`src/rtl/nes_pad_reader.sv`:
```
// NES gamepad poller: drives latch/clock to a 4021 pad and shifts in 8 buttons.
// Publishes an active-high snapshot and a 5-bit CPU view once per frame.
module nes_pad_reader #(
    parameter logic [15:0] POLL_CYCLES  = 16'd50000,
    parameter logic [15:0] LATCH_CYCLES = 16'd600,
    parameter logic [15:0] HALF_CYCLES  = 16'd300
) (
    input  logic       clk,
    input  logic       reset,
    input  logic       pad_data,
    output logic       pad_latch,
    output logic       pad_clk,
    output logic [7:0] buttons,
    output logic [4:0] controller_out,
    output logic       frame_valid
);

    typedef enum logic [2:0] {
        IDLE,
        LATCH,
        SETTLE,
        CLK_HI,
        CLK_LO,
        DONE
    } state_t;

    state_t      state;
    logic [15:0] cnt;
    logic [2:0]  idx;
    logic [7:0]  shift;
    logic        sync1;
    logic        sync2;
    logic        last;
    logic [7:0]  shift_fin;

    assign last = (cnt == 16'd1);

    // Shift register as it will look once the current bit is captured
    always_comb begin
        shift_fin      = shift;
        shift_fin[idx] = sync2;
    end

    // Two-flop synchronizer for the asynchronous pad data line
    always_ff @(posedge clk) begin
        if (!reset) begin
            sync1 <= 1'b1;
            sync2 <= 1'b1;
        end else begin
            sync1 <= pad_data;
            sync2 <= sync1;
        end
    end

    // Poll sequencer; a zero counter in IDLE only occurs right after reset
    always_ff @(posedge clk) begin
        if (!reset) begin
            state          <= IDLE;
            cnt            <= 16'd0;
            idx            <= 3'd0;
            shift          <= 8'h00;
            pad_latch      <= 1'b0;
            pad_clk        <= 1'b0;
            buttons        <= 8'h00;
            controller_out <= 5'h00;
            frame_valid    <= 1'b0;
        end else begin
            frame_valid <= 1'b0;
            unique case (state)
                IDLE: begin
                    if (cnt == 16'd0) begin
                        cnt <= POLL_CYCLES;
                    end else if (last) begin
                        state     <= LATCH;
                        cnt       <= LATCH_CYCLES;
                        pad_latch <= 1'b1;
                    end else begin
                        cnt <= cnt - 16'd1;
                    end
                end
                LATCH: begin
                    if (last) begin
                        state     <= SETTLE;
                        cnt       <= HALF_CYCLES;
                        pad_latch <= 1'b0;
                    end else begin
                        cnt <= cnt - 16'd1;
                    end
                end
                SETTLE: begin
                    if (last) begin
                        shift[0] <= sync2;
                        idx      <= 3'd1;
                        state    <= CLK_HI;
                        cnt      <= HALF_CYCLES;
                        pad_clk  <= 1'b1;
                    end else begin
                        cnt <= cnt - 16'd1;
                    end
                end
                CLK_HI: begin
                    if (last) begin
                        state   <= CLK_LO;
                        cnt     <= HALF_CYCLES;
                        pad_clk <= 1'b0;
                    end else begin
                        cnt <= cnt - 16'd1;
                    end
                end
                CLK_LO: begin
                    if (last) begin
                        shift <= shift_fin;
                        if (idx == 3'd7) begin
                            state          <= DONE;
                            cnt            <= 16'd1;
                            buttons        <= ~shift_fin;
                            controller_out <= {~shift_fin[0], ~shift_fin[4],
                                               ~shift_fin[5], ~shift_fin[6],
                                               ~shift_fin[7]};
                            frame_valid    <= 1'b1;
                        end else begin
                            idx     <= idx + 3'd1;
                            state   <= CLK_HI;
                            cnt     <= HALF_CYCLES;
                            pad_clk <= 1'b1;
                        end
                    end else begin
                        cnt <= cnt - 16'd1;
                    end
                end
                DONE: begin
                    state <= IDLE;
                    cnt   <= POLL_CYCLES;
                    idx   <= 3'd0;
                end
                default: begin
                    state     <= IDLE;
                    cnt       <= 16'd0;
                    pad_latch <= 1'b0;
                    pad_clk   <= 1'b0;
                end
            endcase
        end
    end

endmodule

```
`config.mk`:
```
export PLATFORM = sky130hd
export DESIGN_NAME = nes_pad_reader
export DESIGN_NICKNAME = d
export VERILOG_FILES = /design/src/rtl/nes_pad_reader.sv
export SDC_FILE = /design/constraint.sdc
export NUM_CORES = 1
export LEC_CHECK = 0
export CORE_ASPECT_RATIO = 1.2
export CORE_MARGIN = 5
export CORE_UTILIZATION = 55
export DETAILED_ROUTE_END_ITERATION = 10
export GPL_TIMING_DRIVEN = 0
export PLACE_DENSITY_LB_ADDON = 0.05
export SYNTH_ARGS = -nofsm -noshare
export SYNTH_HDL_FRONTEND = slang
export SYNTH_SLANG_ARGS = --single-unit
```
`constraint.sdc`:
```
create_clock -name clk -period 3.2 [get_ports clk]
set_clock_uncertainty 0.2 [all_clocks]
set_input_delay 0.96 -clock clk [delete_from_list [all_inputs] [get_ports clk]]
set_output_delay 0.96 -clock clk [all_outputs]
set_load 0.1 [all_outputs]
```
==> results.cfg, run 1 <==
[logic_synthesis]
syn_area_per_cell_um2 = 8.243
ys_seq_area_share_pct = 35.52
synth.top_cell.area_share_pct = 35.52
synth_top_family_by_area = simple AND/OR/NAND/NOR gates
synthAdderAreaFrac_pct = 3.614
ys_async_sr_fraction_pct = 0
ys.flop_type = dfxtp_1
synth_area_mm2 = 0.002424
synth-edff-count = 0
synth_simple_gate_area_share_pct = 27.47
synth_compound_area_share_pct = 19.15
synth_area_leaders = dfxtp_1 36%, nand2_1 5.1%, nor2_1 4.6%
yosys.area.top_type = dfxtp_1
synth_xor_xnor_area_share_pct = 3.975
syn_inst = 294
synth_seq_cells = 43
syn_nets = 304
ys_types = 58
muxShareOfSynthArea_pct = 4.646
yosys_warnings = 0

[placement]
dp_cells = 368
hpwl_um = 4212
io_buffer_count = 18
place_worst_setup_slack_ps = 402.8
place_congestion = 0.8782

[floorplan]
coreArea_mm2 = 0.004262
ioPinCount = 19
die_area_mm2 = 0.005839
initial_core_util_pct = 56.87
die_h_um = 82.72
num_rows = 26
dieWidth_um = 70.60

[pwr]
pwr_density_cell_mw_per_mm2 = 754.1
vdd_drop_max_uv = 558.8
leakage_nw = 1.039

[route]
routed.top_layer = met4
via_per_inst = 5.763
vias = 2167
initialDrtViolationCount = 133
drt_pass1_iterations = 4
drc_errors = 0
wl_met2_um = 2937
drt_wl_total_um = 5663
wl_met1_um = 2422
wl_per_cell_um = 15.06
met3_length_um = 182
postRouteAntennaNets = 0

[clocking]
cts_sinks = 43
clk_latency_ps = 290
cts_tree = built
cts_buffer_depth = 2
clockRootBuffer = clkbuf_8
postCtsSetupRepairBufs = 0
cts_resized = 0
cts.reportedPaths.clkPinSlew_ps = 90
cts_hold_buffers = 0
htreeDepth = 2
cts_buffers = 5

[sta]
worst_pin_slew_ps = 968.2
setup_viol = 0
timing.slew.headroom_pct = 35.25
slew_viol_final = 0
max_freq_mhz = 328.1
whs_ps = 221.2
setup_slack_ps = 152.5
finalCriticalPeriod_ps = 3047
rsz0062_at_grt = no
finalHoldViolCount = 0
min_period_over_period_pct = 95.23
finalSetupTns_ps = 0

[worst_setup_path]
worstSetupEndpointType = primary output
critPathSlowestCell = clkdlybuf4s50_1
cp.required_ps = 2040
crit_path_cell_trace = buf_4 -> clkdlybuf4s50_1
critPathLaunchType = flop
critical-path-max-stage-delay_ps = 1120
cp_max_fo = 3
critPathArrivalTime_ps = 1890
path_class = flop to primary output

[finish]
diodes = 0
drive_gt1_share_pct = 8.750
nNetsFinal = 329
fin_cells = 376
nFillCells = 407
syn2layout_area_growth_pct = 14.97

[grt]
antenna_found_initial = 0
grt_util_all_layers_pct = 20.49
grt_pass1_wl_um = 9494
grt_max_degree = 15
grt_pass1_vias = 2079
grt_overflow = 0

[worst_hold_path]
hp-class = flop to flop

[run_status]
status = finished, final reports clean

[run]
maxCapViolations = 0
## worst max-delay path: cells and delay by family, from the launching register on
kind     cells  cell delay (ps)
buf+inv      2             1230
flops        1              360
## power by group
| part | internal, W | switching [W] | leakage (nW) |
|---|---|---|---|
| Sequential | 0.000636 | 0.000103 | 0.350 |
| Combinational | 0.000373 | 0.000568 | 0.631 |
| Clock | 0.000232 | 0.000189 | 0.0581 |
## final timing paths
kind / from / end / slack (ps) / cells past startpoint
max: buttons[4] / controller_out[3] / 150 / 2
max reg2reg: cnt[1] / shift[4] / 390 / 7
min reg2reg: sync1 / sync2 / 220 / 1
min: sync1 / sync2 / 220 / 1
## cells in the final DEF (no fill, tap or decap), drive strengths merged, types with 2 or more instances in the layout
| cell | instances |
|---|---|
| a211oi | 2 |
| a21boi | 8 |
| a21oi | 16 |
| a31oi | 3 |
| a32o | 2 |
| and2 | 4 |
| buf | 7 |
| clkbuf | 20 |
| clkdlybuf4s50 | 18 |
| clkinv | 2 |
| dfxtp | 43 |
| ha | 7 |
| inv | 7 |
| mux2 | 2 |
| mux2i | 9 |
| nand2 | 33 |
| nand2b | 5 |
| nand3 | 6 |
| nand4 | 3 |
| nor2 | 31 |
| nor2b | 4 |
| nor3 | 7 |
| nor3b | 4 |
| nor4 | 8 |
| o21a | 5 |
| o21ai | 13 |
| o311ai | 3 |
| o31a | 2 |
| o31ai | 4 |
| o41ai | 3 |
| or2 | 4 |
| or3 | 5 |
| or4 | 4 |
| or4b | 2 |
| xnor2 | 8 |
| xor2 | 3 |
## cells by family (layout without fill, tap and decap cells)
| logic type | count (synthesis) | in the layout |
|---|---|---|
| AND/OR/NAND/NOR | 124 | 124 |
| XOR/XNOR | 11 | 11 |
| flip-flops | 43 | 43 |
| adder cells (fa/ha/maj) | 7 | 7 |
| buffers and inverters | 29 | 55 |
| AO/OA/AOI/OAI | 69 | 69 |
| multiplexers | 11 | 11 |
## synthesized netlist by cell type, drive strengths merged (4+ instances only)
cell    instances
or3             5
clkbuf         15
dfxtp          43
mux2i           9
ha              7
and2            4
nor2b           4
o31ai           4
or4             4
nor4            8
a21oi          16
nand3           6
nand2          33
buf             7
inv             7
xnor2           8
nor3b           4
or2             4
nand2b          5
nor3            7
a21boi          8
o21ai          13
nor2           31
o21a            5
## registers in the layout, indices dropped and copies added, names as in the netlist
signal,flops
cnt,16
shift,8
buttons,7
idx,3
state,3
controller_out,1
frame_valid,1
pad_clk,1
pad_latch,1
sync1,1
sync2,1
## final cells by class
class | instances | area, um^2 | area share (%)
Multi-Input combinational cell | 222 | 1426 | 51.19
Sequential cell | 43 | 860.8 | 30.89
Timing Repair Buffer | 18 | 180.2 | 6.466
Buffer | 22 | 110.1 | 3.952
Tap cell | 56 | 70.07 | 2.515
Clock buffer | 5 | 68.82 | 2.470
Clock inverter | 3 | 43.79 | 1.572
Inverter | 7 | 26.28 | 0.9430
## per-layer routing
metal / GRT usage, % / up-vias
met4: 11.09 / 0
met1: 22.52 / 1012
li1: - / 1102
met2: 38.30 / 39
met5: 0 / -
met3: 2.906 / 14
## stage by stage
stage          power [W]  utilization [%]  area, um^2
5_1_grt         0.002242            65.38        2786
3_5_place_dp    0.001677            62.74        2674
2_1_floorplan   0.001476                -        2424
4_1_cts         0.002101            65.38        2786
6_report        0.002101            65.38        2786
3_3_place_gp    0.001670            62.74        2674
Note: power is estimated with default switching activity, not from simulation.
==> run 2, diff against run 1 <==
Settings changed: RECOVER_POWER set to 50.
==> run 2 against run 1 <==
Against the previous run:
- register-to-register slack got worse by 190 ps
- worst hold slack about the same
- largest power group unchanged
- routed wire length increased by 0.21%
- flip-flop and latch count is the same
- highest routed layer unchanged
- total power is 0.39% lower
- critical path depth is the same
- sequential power about the same
==> results.cfg, run 2 (synthesis gave the netlist of run 1 again) <==
[run_status]
status = finished, final reports clean

[finish]
largest_register = cnt
syn2layout_area_growth_pct = 14.15
nFillCells = 407
nNetsFinal = 329
diodes = 0
top_regs = cnt x16, shift x8, buttons x7
drive_gt1_share_pct = 7.813
largest_register_ffs = 16
layout_commonest_cell = dfxtp_1
mostFrequentLayoutCells = 43 x dfxtp_1, 33 x nand2_1, 31 x nor2_1
register_area_um2 = 860.8
multiInputGateArea_mm2 = 0.001414

[placement]
hpwl_um = 4212
place_congestion = 0.8782
io_buffer_count = 18

[worst_hold_path]
hold_end = sync2
whs_path_depth = 1
hp-class = flop to flop
min-delay-start = sync1

[clocking]
cts_buffer_depth = 2
postCtsSetupRepairBufs = 0
cts_buffers = 5
htreeDepth = 2
clockRootBuffer = clkbuf_8
cts_hold_buffers = 0
clk_latency_ps = 300
cts_tree = built
cts_resized = 0
cts.reportedPaths.clkPinSlew_ps = 90
cts_sinks = 43

[floorplan]
coreArea_mm2 = 0.004262
die_area_mm2 = 0.005839
dieWidth_um = 70.60
ioPinCount = 19
die_h_um = 82.72
num_rows = 26
initial_core_util_pct = 56.87

[route]
drt_pass1_iterations = 4
drc_errors = 0
drt_wl_total_um = 5675
postRouteAntennaNets = 0
wl_per_cell_um = 15.09
via_per_inst = 5.787
initialDrtViolationCount = 159
vias = 2176

[worst_setup_path]
critical-path-max-stage-delay_ps = 1120
critPathSlowestCell = clkdlybuf4s50_1
critPathArrivalTime_ps = 1890
worstSetupEndpointType = primary output
crit_path_cell_trace = buf_4 -> clkdlybuf4s50_1
cp_max_fo = 3
path_class = flop to primary output
path_buf_inv = 2
worstRegToRegCells = 8
reg2reg_from = cnt[1]
path_delay_family = buffers and inverters
critPathLaunchType = flop
r2r-end = shift[5]
cp.required_ps = 2040
regToRegSetupSlack_ps = 200

[pwr]
combPwrFrac_pct = 44.4
pwr_density_cell_mw_per_mm2 = 756.5
internal-power_w = 0.001234
power.switching_w = 0.0008586
swShare_pct = 41.02
clockPowerShare_pct = 20.3
p_seq_share_pct = 35.2
leakage_nw = 1.035
vdd_drop_max_uv = 561.0

[sta]
max_freq_mhz = 327.8
min_period_over_period_pct = 95.32
finalCriticalPeriod_ps = 3050
setup_viol = 0
timing.slew.headroom_pct = 35.26
slew_viol_final = 0
finalSetupTns_ps = 0
rsz0062_at_grt = no
finalHoldViolCount = 0
worst_pin_slew_ps = 968.1
whs_ps = 220.8

[grt]
grt_max_degree = 15
antenna_found_initial = 0
grt_pass1_vias = 2079
grt_overflow = 0
grt_util_all_layers_pct = 20.49
grt_pass1_wl_um = 9494

[run]
maxCapViolations = 0
run 2: cell types whose count changed in the layout (fill, tap and decap cells not counted):
cell	change
o21ai_0	+1
clkbuf_1	+1
buf_6	-1
nor2_1	+1
dlygate4sd3_1	+1
nor3_1	+1
nor3_2	-1
clkdlybuf4s50_1	-1
o21ai_1	-1
clkbuf_2	+1
nor2_4	-1
buf_2	-1
run 2: power groups by stage:
stage / registers [W] / clock network (W) / logic, W
after global placement: 0.000745 / 0 / 0.000925
after detailed placement: 0.000748 / 0 / 0.000929
after global routing: 0.000756 / 0.000456 / 0.00102
after CTS: 0.000735 / 0.000429 / 0.000936
final: 0.000737 / 0.000426 / 0.000930
after floorplan: 0.000764 / 0 / 0.000712
run 2: cell type report:
type / instances / area share [%]
multi-input combinational: 222 / 51.11
sequential: 43 / 31.12
timing repair buffer: 18 / 6.513
buffer: 22 / 3.709
tap: 56 / 2.533
clock buffer: 5 / 2.488
clock inverter: 3 / 1.583
inverter: 7 / 0.9498
run 2: worst max path at each step:
stage,startpoint,end,slack [ps],cells past startpoint
3_5_place_dp,reset,cnt[0],400,4
5_1_grt,cnt[1],shift[5],70,8
6_report,buttons[4],controller_out[3],150,2
2_1_floorplan,controller_out[0],controller_out[0],670,1
4_1_cts,buttons[4],controller_out[3],130,2
3_3_place_gp,reset,cnt[0],420,4
run 2: stage by stage:
step                total power, W  util (%)  cell area, um^2  setup WS, ps  cells
finish                    0.002093     64.91             2766         149.8    376
global route              0.002231     64.91             2766         70.96    376
CTS                       0.002101     65.38             2786         130.7    376
detailed placement        0.001677     62.74             2674         402.8    368
global placement          0.001670     62.74             2674         419.0    368
floorplan                 0.001476         -             2424         666.9    294
run 2: per-layer routing:
layer	part of all wire (%)	vias to the layer above	GRT usage, %
met5	0	-	0
met3	3.7	16	2.906
li1	-	1102	-
met1	42	1012	22.52
met2	52	46	38.30
met4	2.4	0	11.09
run 2: worst register-to-register path: cells and delay by family, from the launching register on:
family	cells	cell delay (ps)
adders and majority gates	1	230
muxes	1	150
DFF	1	320
buffers and inverters	2	320
and+or+nand+nor	4	1680
==> run 3, diff against run 2 <==
Settings changed: CORE_UTILIZATION 55 to 40, SLEW_MARGIN set to 20.
==> run 3 against run 2 <==
Against the previous run:
- final cell count grew 6.9%
- global-route usage decreased by 3.1 points
- routed wire length up 9.0%
- worst hold slack worse by 1.2 ps
- worst setup slack better by 14 ps
- fmax up 0.45%
- non-clock buffer count did not move
- flip-flop and latch count is the same
- utilization shrank 18 points
- total power down 3.4%
- critical path type unchanged
==> results.cfg, run 3 (synthesis gave the netlist of run 1 again) <==
[sta]
timing.slew.headroom_pct = 35.20
min_period_over_period_pct = 94.89
finalHoldViolCount = 0
whs_ps = 219.6
setup_viol = 0
finalCriticalPeriod_ps = 3037
worst_pin_slew_ps = 968.9
rsz0062_at_grt = no
finalSetupTns_ps = 0
slew_viol_final = 0
max_freq_mhz = 329.3

[finish]
largest_register = cnt
mostFrequentLayoutCells = 43 x dfxtp_1, 33 x nand2_1, 31 x nor2_1
top_regs = cnt x16, shift x8, buttons x7
drive_gt1_share_pct = 7.187
syn2layout_area_growth_pct = 14.46
largest_register_ffs = 16
layout_commonest_cell = dfxtp_1
nNetsFinal = 329
diodes = 0

[route]
postRouteAntennaNets = 0
drc_errors = 0
vias = 2158
drt_wl_total_um = 6183
wl_per_cell_um = 15.38
drt_pass1_iterations = 4
via_per_inst = 5.368
initialDrtViolationCount = 87

[clocking]
cts.reportedPaths.clkPinSlew_ps = 80
clk_latency_ps = 290
htreeDepth = 2
cts_tree = built
clockRootBuffer = clkbuf_8
cts_buffer_depth = 2
cts_resized = 0
cts_hold_buffers = 0
cts_buffers = 5
postCtsSetupRepairBufs = 0
cts_sinks = 43

[floorplan]
num_rows = 31
die_h_um = 95.27
die_area_mm2 = 0.007722
initial_core_util_pct = 40.57
coreArea_mm2 = 0.005973
dieWidth_um = 81.06
ioPinCount = 19

[grt]
grt_max_degree = 14
grt_util_all_layers_pct = 17.37
antenna_found_initial = 0
grt_pass1_wl_um = 10360
grt_overflow = 0
grt_pass1_vias = 2162

[pwr]
combPwrFrac_pct = 46.4
swShare_pct = 42.82
internal-power_w = 0.001156
vdd_drop_max_uv = 530.1
clockPowerShare_pct = 17.1
p_seq_share_pct = 36.5
pwr_density_cell_mw_per_mm2 = 728.9
power.switching_w = 0.0008659
leakage_nw = 1.018

[run_status]
status = finished, final reports clean

[worst_setup_path]
critPathArrivalTime_ps = 1880
critPathLaunchType = flop
cp_max_fo = 3
cp.required_ps = 2040
path_class = flop to primary output
worstSetupEndpointType = primary output

[placement]
io_buffer_count = 18
place_congestion = 0.8037
hpwl_um = 4682

[run]
maxCapViolations = 0

[worst_hold_path]
hp-class = flop to flop
## run 3: changes by cell type in the layout (fill, tap and decap cells not counted), sizes merged
cell,previous run,this run
buf,5,6
bufinv,1,0
clkinv,2,1
clkinvlp,0,1
## run 3: routing by layer
layer	track usage (%)	wire, um	vias to the layer above
met5	0	0	-
met4	7.887	218	0
met3	2.836	111	15
met2	31.44	3230	29
met1	19.70	2622	1015
li1	-	-	1099
## run 3: final timing paths
check             slack (ps)                 to  cells after the start       start
setup / recovery         160  controller_out[3]                      2  buttons[4]
hold / removal           220              sync2                      1       sync1
setup reg to reg         230           shift[5]                      7      cnt[5]
hold reg to reg          220              sync2                      1       sync1
## run 3: through the flow
step	total power, W	instance area (um^2)	worst slack, ps	std cells	util, %
2_1_floorplan	0.001476	2424	666.9	294	-
3_3_place_gp	0.001697	2706	371.2	394	45.31
3_5_place_dp	0.001699	2706	336.5	394	45.31
4_1_cts	0.002052	2791	142.5	402	46.73
5_1_grt	0.002178	2774	84.63	402	46.44
6_report	0.002022	2774	163.5	402	46.44
## run 3: area by class of cell
class,count,area [um^2]
plain buffers,22,108.9
clock buffers,6,72.57
clock inverters,2,12.51
fillers,669,3199
inverters,7,26.28
multi-input cells,222,1410
flip-flops and latches,43,860.8
well taps,82,102.6
repair buffers,18,180.2
## run 3: critical path, stage by stage, from the launching register on
cell	delay, ps
dfxtp_1	360
buf_4	110
clkdlybuf4s50_1	1110
## run 3: power groups by stage
stage               clock network, W  registers, W  logic [W]
floorplan                          0      0.000764   0.000712
CTS                         0.000359      0.000738   0.000955
finish                      0.000346      0.000738   0.000939
detailed placement                 0      0.000749   0.000950
global placement                   0      0.000748   0.000949
global route                0.000382      0.000752    0.00104
